===== config.mk =====
export PLATFORM = sky130hd
export DESIGN_NAME = set_assoc_cache_flat
export DESIGN_NICKNAME = d
export VERILOG_FILES = /design/src/rtl/set_assoc_cache_if.sv /design/src/rtl/set_assoc_cache.sv /design/src/flat_wrapper.sv
export SDC_FILE = /design/constraint.sdc
export NUM_CORES = 2
export LEC_CHECK = 0
export ABC_AREA = 1
export BUFFER_PORTS_ARGS = -buffer_cell sky130_fd_sc_hd__buf_2
export CAP_MARGIN = 5
export CELL_PAD_IN_SITES_DETAIL_PLACEMENT = 1
export CELL_PAD_IN_SITES_GLOBAL_PLACEMENT = 2
export CORE_ASPECT_RATIO = 0.8
export CORE_MARGIN = 2
export CORE_UTILIZATION = 30
export CTS_CLUSTER_SIZE = 16
export DETAILED_ROUTE_END_ITERATION = 10
export PLACE_DENSITY = 0.57
export SYNTH_ARGS = -nofsm -noshare
export SYNTH_HDL_FRONTEND = slang
export SYNTH_SLANG_ARGS = --single-unit

===== constraint.sdc =====
create_clock -name clk -period 10.88 [get_ports clk]
set_input_delay 1.088 -clock clk [delete_from_list [all_inputs] [get_ports clk]]
set_output_delay 1.088 -clock clk [all_outputs]
set_load 0.1 [all_outputs]

===== src/rtl/set_assoc_cache_if.sv =====
// CPU-side and memory-side bus of the set-associative cache.
// slave = cache side, master = requester/memory side (the bench).
interface set_assoc_cache_if;
  logic        req_i;
  logic        write_i;
  logic [3:0]  be_i;
  logic [31:0] addr_i;
  logic [31:0] data_i;
  logic [31:0] data_o;
  logic        valid_o;
  logic        flush_i;
  logic        flush_done_o;
  logic        mem_req_o;
  logic        mem_we_o;
  logic [31:0] mem_addr_o;
  logic [31:0] mem_wdata_o;
  logic        mem_valid_i;
  logic [31:0] mem_rdata_i;

  modport slave (
    input  req_i, write_i, be_i, addr_i, data_i, flush_i, mem_valid_i, mem_rdata_i,
    output data_o, valid_o, flush_done_o, mem_req_o, mem_we_o, mem_addr_o, mem_wdata_o
  );

  modport master (
    output req_i, write_i, be_i, addr_i, data_i, flush_i, mem_valid_i, mem_rdata_i,
    input  data_o, valid_o, flush_done_o, mem_req_o, mem_we_o, mem_addr_o, mem_wdata_o
  );
endinterface


===== src/rtl/set_assoc_cache.sv =====
// Write-back, write-allocate set-associative cache with round-robin
// replacement, word-serial line refill/writeback and a full flush walk.
module set_assoc_cache #(
  parameter int N_SETS           = 4,
  parameter int N_WAYS           = 2,
  parameter int N_WORDS_PER_LINE = 8
) (
  input logic               clk,
  input logic               rstn_i,
  set_assoc_cache_if.slave  bus
);
  localparam int WB = $clog2(N_WORDS_PER_LINE);
  localparam int IB = $clog2(N_SETS);
  localparam int IW = (IB > 0) ? IB : 1;
  localparam int AW = (N_WAYS > 1) ? $clog2(N_WAYS) : 1;
  localparam int TW = 32 - 2 - WB - IB;

  typedef enum logic [1:0] {IDLE, WRITEBACK, REFILL, FLUSH} state_t;

  // line storage; contents need no reset, only valid/dirty do
  logic [31:0]   r_data [N_SETS][N_WAYS][N_WORDS_PER_LINE];
  logic [TW-1:0] r_tag  [N_SETS][N_WAYS];
  logic [N_SETS-1:0][N_WAYS-1:0] r_valid, r_dirty;
  logic [N_SETS-1:0][AW-1:0]     r_rr;

  state_t        r_state, w_next;
  logic [WB-1:0] r_cnt;     // word within the line being moved
  logic [IW-1:0] r_idx;     // set being refilled / written back / flushed
  logic [AW-1:0] r_vway;    // way being refilled / written back / flushed
  logic [TW-1:0] r_rtag;    // tag of the line being fetched

  logic [WB-1:0] w_word;
  logic [IW-1:0] w_index;
  logic [TW-1:0] w_tag;
  logic          w_hit;
  logic [AW-1:0] w_hway, w_vic, w_rr_nxt;
  logic          w_memreq, w_ack, w_last_word, w_last_line, w_fdirty, w_fstep;
  logic [31:0]   w_wb_addr, w_rf_addr;

  // address split; shifts keep this legal when N_SETS == 1
  assign w_word  = WB'(bus.addr_i >> 2);
  assign w_index = IW'((bus.addr_i >> (WB + 2)) & 32'(N_SETS - 1));
  assign w_tag   = TW'(bus.addr_i >> (WB + 2 + IB));
  assign w_vic   = r_rr[w_index];

  // tag compare across the ways of the indexed set
  always_comb begin
    w_hit  = 1'b0;
    w_hway = '0;
    for (int w = 0; w < N_WAYS; w++)
      if (r_valid[w_index][w] && r_tag[w_index][w] == w_tag) begin
        w_hit  = 1'b1;
        w_hway = AW'(w);
      end
  end

  assign w_fdirty    = r_valid[r_idx][r_vway] & r_dirty[r_idx][r_vway];
  assign w_memreq    = (r_state == WRITEBACK) || (r_state == REFILL) ||
                       (r_state == FLUSH && w_fdirty);
  assign w_ack       = bus.mem_valid_i & w_memreq;
  assign w_last_word = (r_cnt == WB'(N_WORDS_PER_LINE - 1));
  assign w_last_line = (r_idx == IW'(N_SETS - 1)) && (r_vway == AW'(N_WAYS - 1));
  // a flush step retires a clean line at once, a dirty one after its last word
  assign w_fstep     = !w_fdirty || (w_ack && w_last_word);
  assign w_rr_nxt    = (r_rr[r_idx] == AW'(N_WAYS - 1)) ? '0 : r_rr[r_idx] + 1'b1;
  assign w_wb_addr   = (32'(r_tag[r_idx][r_vway]) << (WB + 2 + IB)) |
                       (32'(r_idx) << (WB + 2)) | (32'(r_cnt) << 2);
  assign w_rf_addr   = (32'(r_rtag) << (WB + 2 + IB)) |
                       (32'(r_idx) << (WB + 2)) | (32'(r_cnt) << 2);

  // state register
  always_ff @(posedge clk or negedge rstn_i) begin
    if (!rstn_i) r_state <= IDLE;
    else         r_state <= w_next;
  end

  // next-state: a CPU request always wins over a pending flush
  always_comb begin
    w_next = r_state;
    case (r_state)
      IDLE:
        if (bus.req_i && !w_hit)
          w_next = (r_valid[w_index][w_vic] && r_dirty[w_index][w_vic]) ? WRITEBACK : REFILL;
        else if (!bus.req_i && bus.flush_i)
          w_next = FLUSH;
      WRITEBACK: if (w_ack && w_last_word)  w_next = REFILL;
      REFILL:    if (w_ack && w_last_word)  w_next = IDLE;
      FLUSH:     if (w_fstep && w_last_line) w_next = IDLE;
      default:   w_next = IDLE;
    endcase
  end

  // outputs: memory request fields depend only on registered state,
  // so they hold steady until the word is acknowledged
  always_comb begin
    bus.valid_o      = 1'b0;
    bus.data_o       = r_data[w_index][w_hway][w_word];
    bus.flush_done_o = 1'b0;
    bus.mem_req_o    = w_memreq;
    bus.mem_we_o     = 1'b0;
    bus.mem_addr_o   = w_wb_addr;
    bus.mem_wdata_o  = r_data[r_idx][r_vway][r_cnt];
    case (r_state)
      IDLE:      bus.valid_o = bus.req_i & w_hit;
      WRITEBACK: bus.mem_we_o = 1'b1;
      REFILL:    bus.mem_addr_o = w_rf_addr;
      FLUSH: begin
        bus.mem_we_o     = w_fdirty;
        bus.flush_done_o = w_fstep & w_last_line;
      end
      default: ;
    endcase
  end

  // line state, replacement pointers and transfer counters
  always_ff @(posedge clk or negedge rstn_i) begin
    if (!rstn_i) begin
      r_valid <= '0;
      r_dirty <= '0;
      r_rr    <= '0;
      r_cnt   <= '0;
      r_idx   <= '0;
      r_vway  <= '0;
      r_rtag  <= '0;
    end else begin
      case (r_state)
        IDLE:
          if (bus.req_i && w_hit && bus.write_i)
            r_dirty[w_index][w_hway] <= 1'b1;
          else if (bus.req_i && !w_hit) begin
            r_idx  <= w_index;
            r_vway <= w_vic;
            r_rtag <= w_tag;
            r_cnt  <= '0;
          end else if (!bus.req_i && bus.flush_i) begin
            r_idx  <= '0;
            r_vway <= '0;
            r_cnt  <= '0;
          end
        WRITEBACK: if (w_ack) r_cnt <= r_cnt + 1'b1;
        REFILL:
          if (w_ack) begin
            r_cnt <= r_cnt + 1'b1;
            if (w_last_word) begin
              r_valid[r_idx][r_vway] <= 1'b1;
              r_dirty[r_idx][r_vway] <= 1'b0;
              r_rr[r_idx]            <= w_rr_nxt;
            end
          end
        FLUSH: begin
          if (w_ack) r_cnt <= r_cnt + 1'b1;
          if (w_fstep) begin
            r_valid[r_idx][r_vway] <= 1'b0;
            r_dirty[r_idx][r_vway] <= 1'b0;
            if (r_vway == AW'(N_WAYS - 1)) begin
              r_vway <= '0;
              r_idx  <= w_last_line ? '0 : r_idx + 1'b1;
            end else begin
              r_vway <= r_vway + 1'b1;
            end
          end
        end
        default: ;
      endcase
    end
  end

  // data/tag arrays: byte-masked store hits and word-serial refill
  always_ff @(posedge clk) begin
    if (r_state == IDLE && bus.req_i && w_hit && bus.write_i)
      for (int b = 0; b < 4; b++)
        if (bus.be_i[b]) r_data[w_index][w_hway][w_word][8*b +: 8] <= bus.data_i[8*b +: 8];
    if (r_state == REFILL && w_ack) begin
      r_data[r_idx][r_vway][r_cnt] <= bus.mem_rdata_i;
      if (w_last_word) r_tag[r_idx][r_vway] <= r_rtag;
    end
  end
endmodule


===== src/flat_wrapper.sv =====
// flat-port wrapper written by rule: the top's interface ports become plain ports
module set_assoc_cache_flat 
#(
  parameter int N_SETS           = 4,
  parameter int N_WAYS           = 2,
  parameter int N_WORDS_PER_LINE = 8
)
  (clk, rstn_i, bus_req_i, bus_write_i, bus_be_i, bus_addr_i, bus_data_i, bus_flush_i, bus_mem_valid_i, bus_mem_rdata_i, bus_data_o, bus_valid_o, bus_flush_done_o, bus_mem_req_o, bus_mem_we_o, bus_mem_addr_o, bus_mem_wdata_o);
  set_assoc_cache_if bus_i ();
  input logic clk;
  input logic rstn_i;
  input wire logic [$bits(bus_i.req_i)-1:0] bus_req_i;
  input wire logic [$bits(bus_i.write_i)-1:0] bus_write_i;
  input wire logic [$bits(bus_i.be_i)-1:0] bus_be_i;
  input wire logic [$bits(bus_i.addr_i)-1:0] bus_addr_i;
  input wire logic [$bits(bus_i.data_i)-1:0] bus_data_i;
  input wire logic [$bits(bus_i.flush_i)-1:0] bus_flush_i;
  input wire logic [$bits(bus_i.mem_valid_i)-1:0] bus_mem_valid_i;
  input wire logic [$bits(bus_i.mem_rdata_i)-1:0] bus_mem_rdata_i;
  output wire logic [$bits(bus_i.data_o)-1:0] bus_data_o;
  output wire logic [$bits(bus_i.valid_o)-1:0] bus_valid_o;
  output wire logic [$bits(bus_i.flush_done_o)-1:0] bus_flush_done_o;
  output wire logic [$bits(bus_i.mem_req_o)-1:0] bus_mem_req_o;
  output wire logic [$bits(bus_i.mem_we_o)-1:0] bus_mem_we_o;
  output wire logic [$bits(bus_i.mem_addr_o)-1:0] bus_mem_addr_o;
  output wire logic [$bits(bus_i.mem_wdata_o)-1:0] bus_mem_wdata_o;
  assign bus_i.req_i = bus_req_i;
  assign bus_i.write_i = bus_write_i;
  assign bus_i.be_i = bus_be_i;
  assign bus_i.addr_i = bus_addr_i;
  assign bus_i.data_i = bus_data_i;
  assign bus_i.flush_i = bus_flush_i;
  assign bus_i.mem_valid_i = bus_mem_valid_i;
  assign bus_i.mem_rdata_i = bus_mem_rdata_i;
  assign bus_data_o = bus_i.data_o;
  assign bus_valid_o = bus_i.valid_o;
  assign bus_flush_done_o = bus_i.flush_done_o;
  assign bus_mem_req_o = bus_i.mem_req_o;
  assign bus_mem_we_o = bus_i.mem_we_o;
  assign bus_mem_addr_o = bus_i.mem_addr_o;
  assign bus_mem_wdata_o = bus_i.mem_wdata_o;
  set_assoc_cache #(.N_SETS(N_SETS), .N_WAYS(N_WAYS), .N_WORDS_PER_LINE(N_WORDS_PER_LINE)) u_core (.clk(clk), .rstn_i(rstn_i), .bus(bus_i));
endmodule

**Word level (Yosys, flattened, before mapping)**

Memory sizes are Yosys's and may differ from the RTL's.
Index checks and enable logic that the tools add are counted.

- Register bits: 53
- Bits in writable memories: 2248
- Output and inout port bits: 100
- Memories kept: 2

Memory list:

| name | depth | width | read ports | clocked after memory_dff | wr ports | RTL line | source |
|---|---|---|---|---|---|---|---|
| u_core.r_data | 4 | 512 | 2 | 0 | 1 | set_assoc_cache.sv:21 | `logic [31:0] r_data [N_SETS][N_WAYS][N_WORDS_PER_LINE];` |
| u_core.r_tag | 4 | 50 | 2 | 0 | 1 | set_assoc_cache.sv:22 | `logic [TW-1:0] r_tag [N_SETS][N_WAYS];` |

- Multiplexer cells: 1666
- Bitwise gates (word level): 1554
- Add/subtract/negate cells: 4
- Reduce and logical (&&, ||, !) cells: 43
- Eq/ne operators: 18
- $lt $le $gt $ge: 17

Operator list:

| operator | count |
|---|---|
| $mux W512 | 7 |
| $mux W256 | 11 |
| $mux W1 | 1571 |
| $or A1 B1 Y1 | 1536 |
| $demux W256 S1 | 5 |
| $reduce_or A512 Y1 | 1 |
| $demux W32 S3 | 5 |
| $mux W32 | 7 |
| $bmux W32 S3 | 2 |
| $mux W25 | 4 |
| $mux W8 | 8 |
| $or A32 B5 Y32 | 2 |
| $or A32 B7 Y32 | 2 |
| $eq A25 B25 Y1 | 2 |
| $mux W50 | 1 |
| $mux W2 | 19 |
| $demux W25 S1 | 1 |
| $mux W24 | 1 |
| $pmux W8 S3 | 1 |
| $logic_and A1 B1 Y1 | 23 |
| $and A8 B8 Y8 | 2 |
| $bmux W2 S2 | 4 |
| $mux W16 | 1 |
| $or A8 B8 Y8 | 2 |
| other kinds (42) | 84 |

**Longest topological paths before layout**

- Word-level depth: 14
- Gate-level depth with buffers: 26
- Depth with buffers taken out: 20

**Worst setup path before layout**

No wires, ideal clock.

- Path type: reg-to-output
- From: register u_core.r_idx[0]
- To: output port bus_mem_addr_o[27]
- Path slack: 4.715 ns
- Stages on the path, launching flop included: 12
- Arrival time: 5.077 ns
- Buffers on the path: 7
- Cell sequence: dfrtp_1 -> buf_2 -> buf_2 -> clkbuf_1 -> clkbuf_1 -> buf_2 -> clkbuf_1 -> clkbuf_1 -> o21ai_0 -> nand3_1 -> o21ai_0 -> o21ai_0

- Word-level cells in the longest chain between the ends: 7

Ends and longest elaborated chain:

| element | RTL line | source |
|---|---|---|
| start, declared | set_assoc_cache.sv:28 | `logic [IW-1:0] r_idx;` |
| start signal, assigned | set_assoc_cache.sv:131 | `r_idx <= w_index;` |
| start signal, assigned | set_assoc_cache.sv:157 | `r_idx <= w_last_line ? '0 : r_idx + 1'b1;` |
| $mem_v2 Z4 W50 | - |  |
| $mux W25 (not written as such) (3 in a row) | set_assoc_cache.sv:66 | `assign w_wb_addr = (32'(r_tag[r_idx][r_vway]) << (WB + 2 + IB)) \|` |
| $or A32 B7 Y32 | set_assoc_cache.sv:66 |  |
| $or A32 B5 Y32 | set_assoc_cache.sv:67 | `(32'(r_idx) << (WB + 2)) \| (32'(r_cnt) << 2);` |
| $mux W32 | set_assoc_cache.sv:103 | `case (r_state)` |
| end, declared | flat_wrapper.sv:25 | `output wire logic [$bits(bus_i.mem_addr_o)-1:0] bus_mem_addr_o;` |

No other way between the ends. The select of a mux whose other input is x is not followed.

**Worst setup path in the final report**

- From: input port bus_addr_i[5]
- To: output port bus_data_o[17]

- Word-level cells in the longest chain between the ends: 11
- Elaborated cells between the ends (all ways): 14
- Those cells by class: 1 x eq/ne; 9 x mux; 1 x bitwise; 1 x reduce/logical; 2 x memory

Ends and longest elaborated chain:

| element | RTL line | source |
|---|---|---|
| start, declared | flat_wrapper.sv:15 | `input wire logic [$bits(bus_i.addr_i)-1:0] bus_addr_i;` |
| $mem_v2 Z4 W50 / $bmux W2 S2 (equally long branches) | - |  |
| $eq A25 B25 Y1 / $mux W2 (equally long branches) | - |  |
| $logic_and A1 B1 Y1 | set_assoc_cache.sv:51 | `if (r_valid[w_index][w] && r_tag[w_index][w] == w_tag) begin` |
| $mux W1 | set_assoc_cache.sv:51 |  |
| $not A1 Y2 (not written as such) | set_assoc_cache.sv:97 | `bus.data_o = r_data[w_index][w_hway][w_word];` |
| $mux W256 (not written as such) (*) (3 in a row) | set_assoc_cache.sv:97 |  |
| $bmux W32 S3 (*) | set_assoc_cache.sv:97 |  |
| $mux W32 (not written as such) (*) (2 in a row) | set_assoc_cache.sv:97 |  |
| end, declared | flat_wrapper.sv:20 | `output wire logic [$bits(bus_i.data_o)-1:0] bus_data_o;` |

Every way passes the cells marked *; elsewhere a longest branch is shown, timed or not. The select of a mux whose other input is x is not followed.

==> out/metrics.cfg <==
[sta]
clock_skew_ns=0.0437
period_share=0.748
hold_violations=0
setup_viol=0
fin_tns_setup_ns=0
drv_slew=0
fin_crit_ns=8.13
rsz0062_at_grt=no
whs_ns=0.467
max_freq_mhz=123
max_slew.worst_pin.slew_ns=1.38
slew_headroom=0.0718

[global_routing]
grt_max_degree=199
grt_pass1_vias=93300
grt_pass1_wl_um=734000
overflow=0
gr-usage-all-layers=0.271
grt_antenna_before_repair=29
grt.met2_usage=0.401
use_met3=0.0369
met1_usage=0.412
grt-busiest-layer=met1

[synth]
ys_types=50
synth-edff-count=2248
synth_area_leader_cell=edfxtp_1
synth_area_um2=112000
async_flop_share=0.0230
ys_top_cells_by_area=edfxtp_1 60%, nand2_1 7.2%, o21ai_0 7.1%
syn_area_per_cell_um2=9.91
ys_warn_count=0
synth_top_area_share=0.601
seq_area_frac_synth=0.613
synthFlopType=edfxtp_1
synth_cells=11300
synth_seq_cells=2301

[setup_path]
crit_type=in2out
critical_path.slowest_cell=o21ai_0
cpPeakStageDelay_ns=0.86
critical_path.top_delay_family=simple AND/OR/NAND/NOR gates
cp_cell_sequence=buf_4 > inv_4 > nand2_1 > inv_8 > a21oi_1 > nand2_1 > nand2_1 > nand2_1 > nor2_1 > nand3_1 > nor2_1 > nand2_8 > buf_12 > o21ai_0 > nand2_1 > nand2_1 > nand2_1 > inv_1 > nand2_1 > buf_2
worstPathRequired_ns=9.79
crit_buf_inv=6
start_kind=primary input
end_kind=output pin
cpMostUsedCell=nand2_1
arrival_ns=7.05
crit_path_max_fanout=103

[floorplan]
core_um2=372000
die-area_um2=379000
io_pins=206
die_y_um=551
die_x_um=688
fp-row-count=200
start_util=0.302

[clock_network]
cts.clk_slew.worst_paths_ns=0.05
cts_buffer_depth=4
cts.sinks=2301
cts.htree.levels=5
worstSkewPairLatency_ns=0.93
cts_setup_buffers=0
numCtsBuffers=277
cts_tree=built
root_buffer=clkbuf_16

[flow_run]
drv_cap=0

[final_layout]
areaGrowthSynthToFinish_pct=13.3
fillers=41300
final_util=0.342
final_nets=11300
drive_gt1_frac=0.0824
layout_commonest_cell=edfxtp_1
layout.cells.non_filler=16300
layout_common_cells=2248 x edfxtp_1, 2114 x nand2_1, 1601 x o21ai_0, 868 x a21oi_1, 837 x inv_1

[drt]
first_iter_violations=9720
vias_per_cell=5.72
via_count=93500
wl_per_cell_um=32.4
drt_wl_total_um=530000
firstDrtPassIters=6
ant_nets=0
drc=0

[place]
port_buffers=201
dp_hpwl_um=335000
dpl.cell_count=15800
gp_congestion=0.858

[pwr]
finalPower_mw=32.7
power.density_nw_per_um2=257
peakVddDrop_v=0.000272
leakagePower_nw=44.3

[run_status]
status=completed

[worst_hold_path]
hold_path.class=in2reg

Yosys cell counts, drive strengths merged, types with 160 or more instances:
master      n
a21oi     868
buf       176
a221oi    264
o2111ai   160
clkbuf    715
inv       848
edfxtp   2248
nor2      785
nand2    2156
nand3     446
o21ai    1648
o211ai    530
routing by layer:
layer | up-vias | share of wire
met2 | 3267 | 0.42
met5 | - | 0.000077
li1 | 40800 | -
met3 | 696 | 0.063
met4 | 6 | 0.028
met1 | 48700 | 0.49
cell families (layout without fill, tap and decap cells):
kind of cell	Yosys count	count (layout)	share of synthesized area
AO/OA/AOI/OAI	3802	3802	0.202
AND/OR/NAND/NOR	3457	3457	0.123
flip-flops	2301	2301	0.613
buffers and inverters	1746	1803	0.0606
adder cells (fa/ha/maj)	11	11	0.00123
multiplexers	2	2	0.000190
other	1	13	0.0000334
state kept, by name, summed over array words and instances, names as in the netlist, named ones only:
register,count
u_core.r_idx,2
u_core.r_tag,200
u_core.r_rtag,25
u_core.r_cnt,3
u_core.r_state,2
u_core.r_rr,4
u_core.r_data,2048
u_core.r_dirty,8
u_core.r_vway,1
worst paths after layout:
path                                     start                     to  slack [ns]  cells past startpoint
min reg2reg                     u_core.r_rr[3]         u_core.r_rr[3]        0.49                      2
max in group asynchronous               rstn_i        u_core.r_idx[1]        9.07                      3
max reg2reg                u_core.r_tag[3][22]    u_core.r_data[1][8]        5.27                     18
max                              bus_addr_i[5]         bus_data_o[17]        2.75                     20
min in group asynchronous               rstn_i       u_core.r_rtag[2]        0.54                      2
min                        bus_mem_rdata_i[24]  u_core.r_data[1][344]        0.47                      3
power breakdown:
group | switching (mW) | internal [mW] | total (mW) | leakage (nW)
Combinational | 9.82 | 2.11 | 11.9 | 19.0
Sequential | 0.390 | 11.1 | 11.5 | 21.0
Clock | 3.97 | 5.30 | 9.27 | 4.27
area by class of cell:
class / instances / area (um2) / area share
clock buffer: 342 / 7500 / 0.0590
antenna: 11 / 27.5 / 0.000216
clock inverter: 153 / 1210 / 0.00955
timing repair buffer: 453 / 3210 / 0.0253
multi-input combinational: 7274 / 36900 / 0.290
inverter: 855 / 3260 / 0.0256
sequential: 2301 / 68800 / 0.541
tap: 4949 / 6190 / 0.0487
worst reg2reg max path, stage by stage, from the launching register on:
cell and delay, ns:
edfxtp_1 0.36, inv_1 0.07, nor2_1 0.04, a21oi_1 0.30
nand2_1 0.09, nand2_1 0.14, nand2_1 0.08, nor2_1 0.12
nand3_1 0.15, nor2_1 0.32, nand2_8 0.40, nand2_2 0.39
nand3_2 0.14, nor2_8 0.70, buf_4 0.40, nand3_1 0.09
nand2_1 0.09, nand2_1 0.35, nor2_1 1.00
repair_timing:
action	in CTS	in global routing
resized for setup	0	0
hold buffers	1	0
endpoints found under the hold margin	5	0
stage by stage:
| step | area [um2] | setup slack (ns) |
|---|---|---|
| global route | 127000 | 2.58 |
| finish | 127000 | 2.75 |
| floorplan | 112000 | 4.71 |
| global placement | 118000 | 2.88 |
| CTS | 127000 | 2.95 |
| detailed placement | 118000 | 2.91 |
Power figures use the tool's default switching activity.
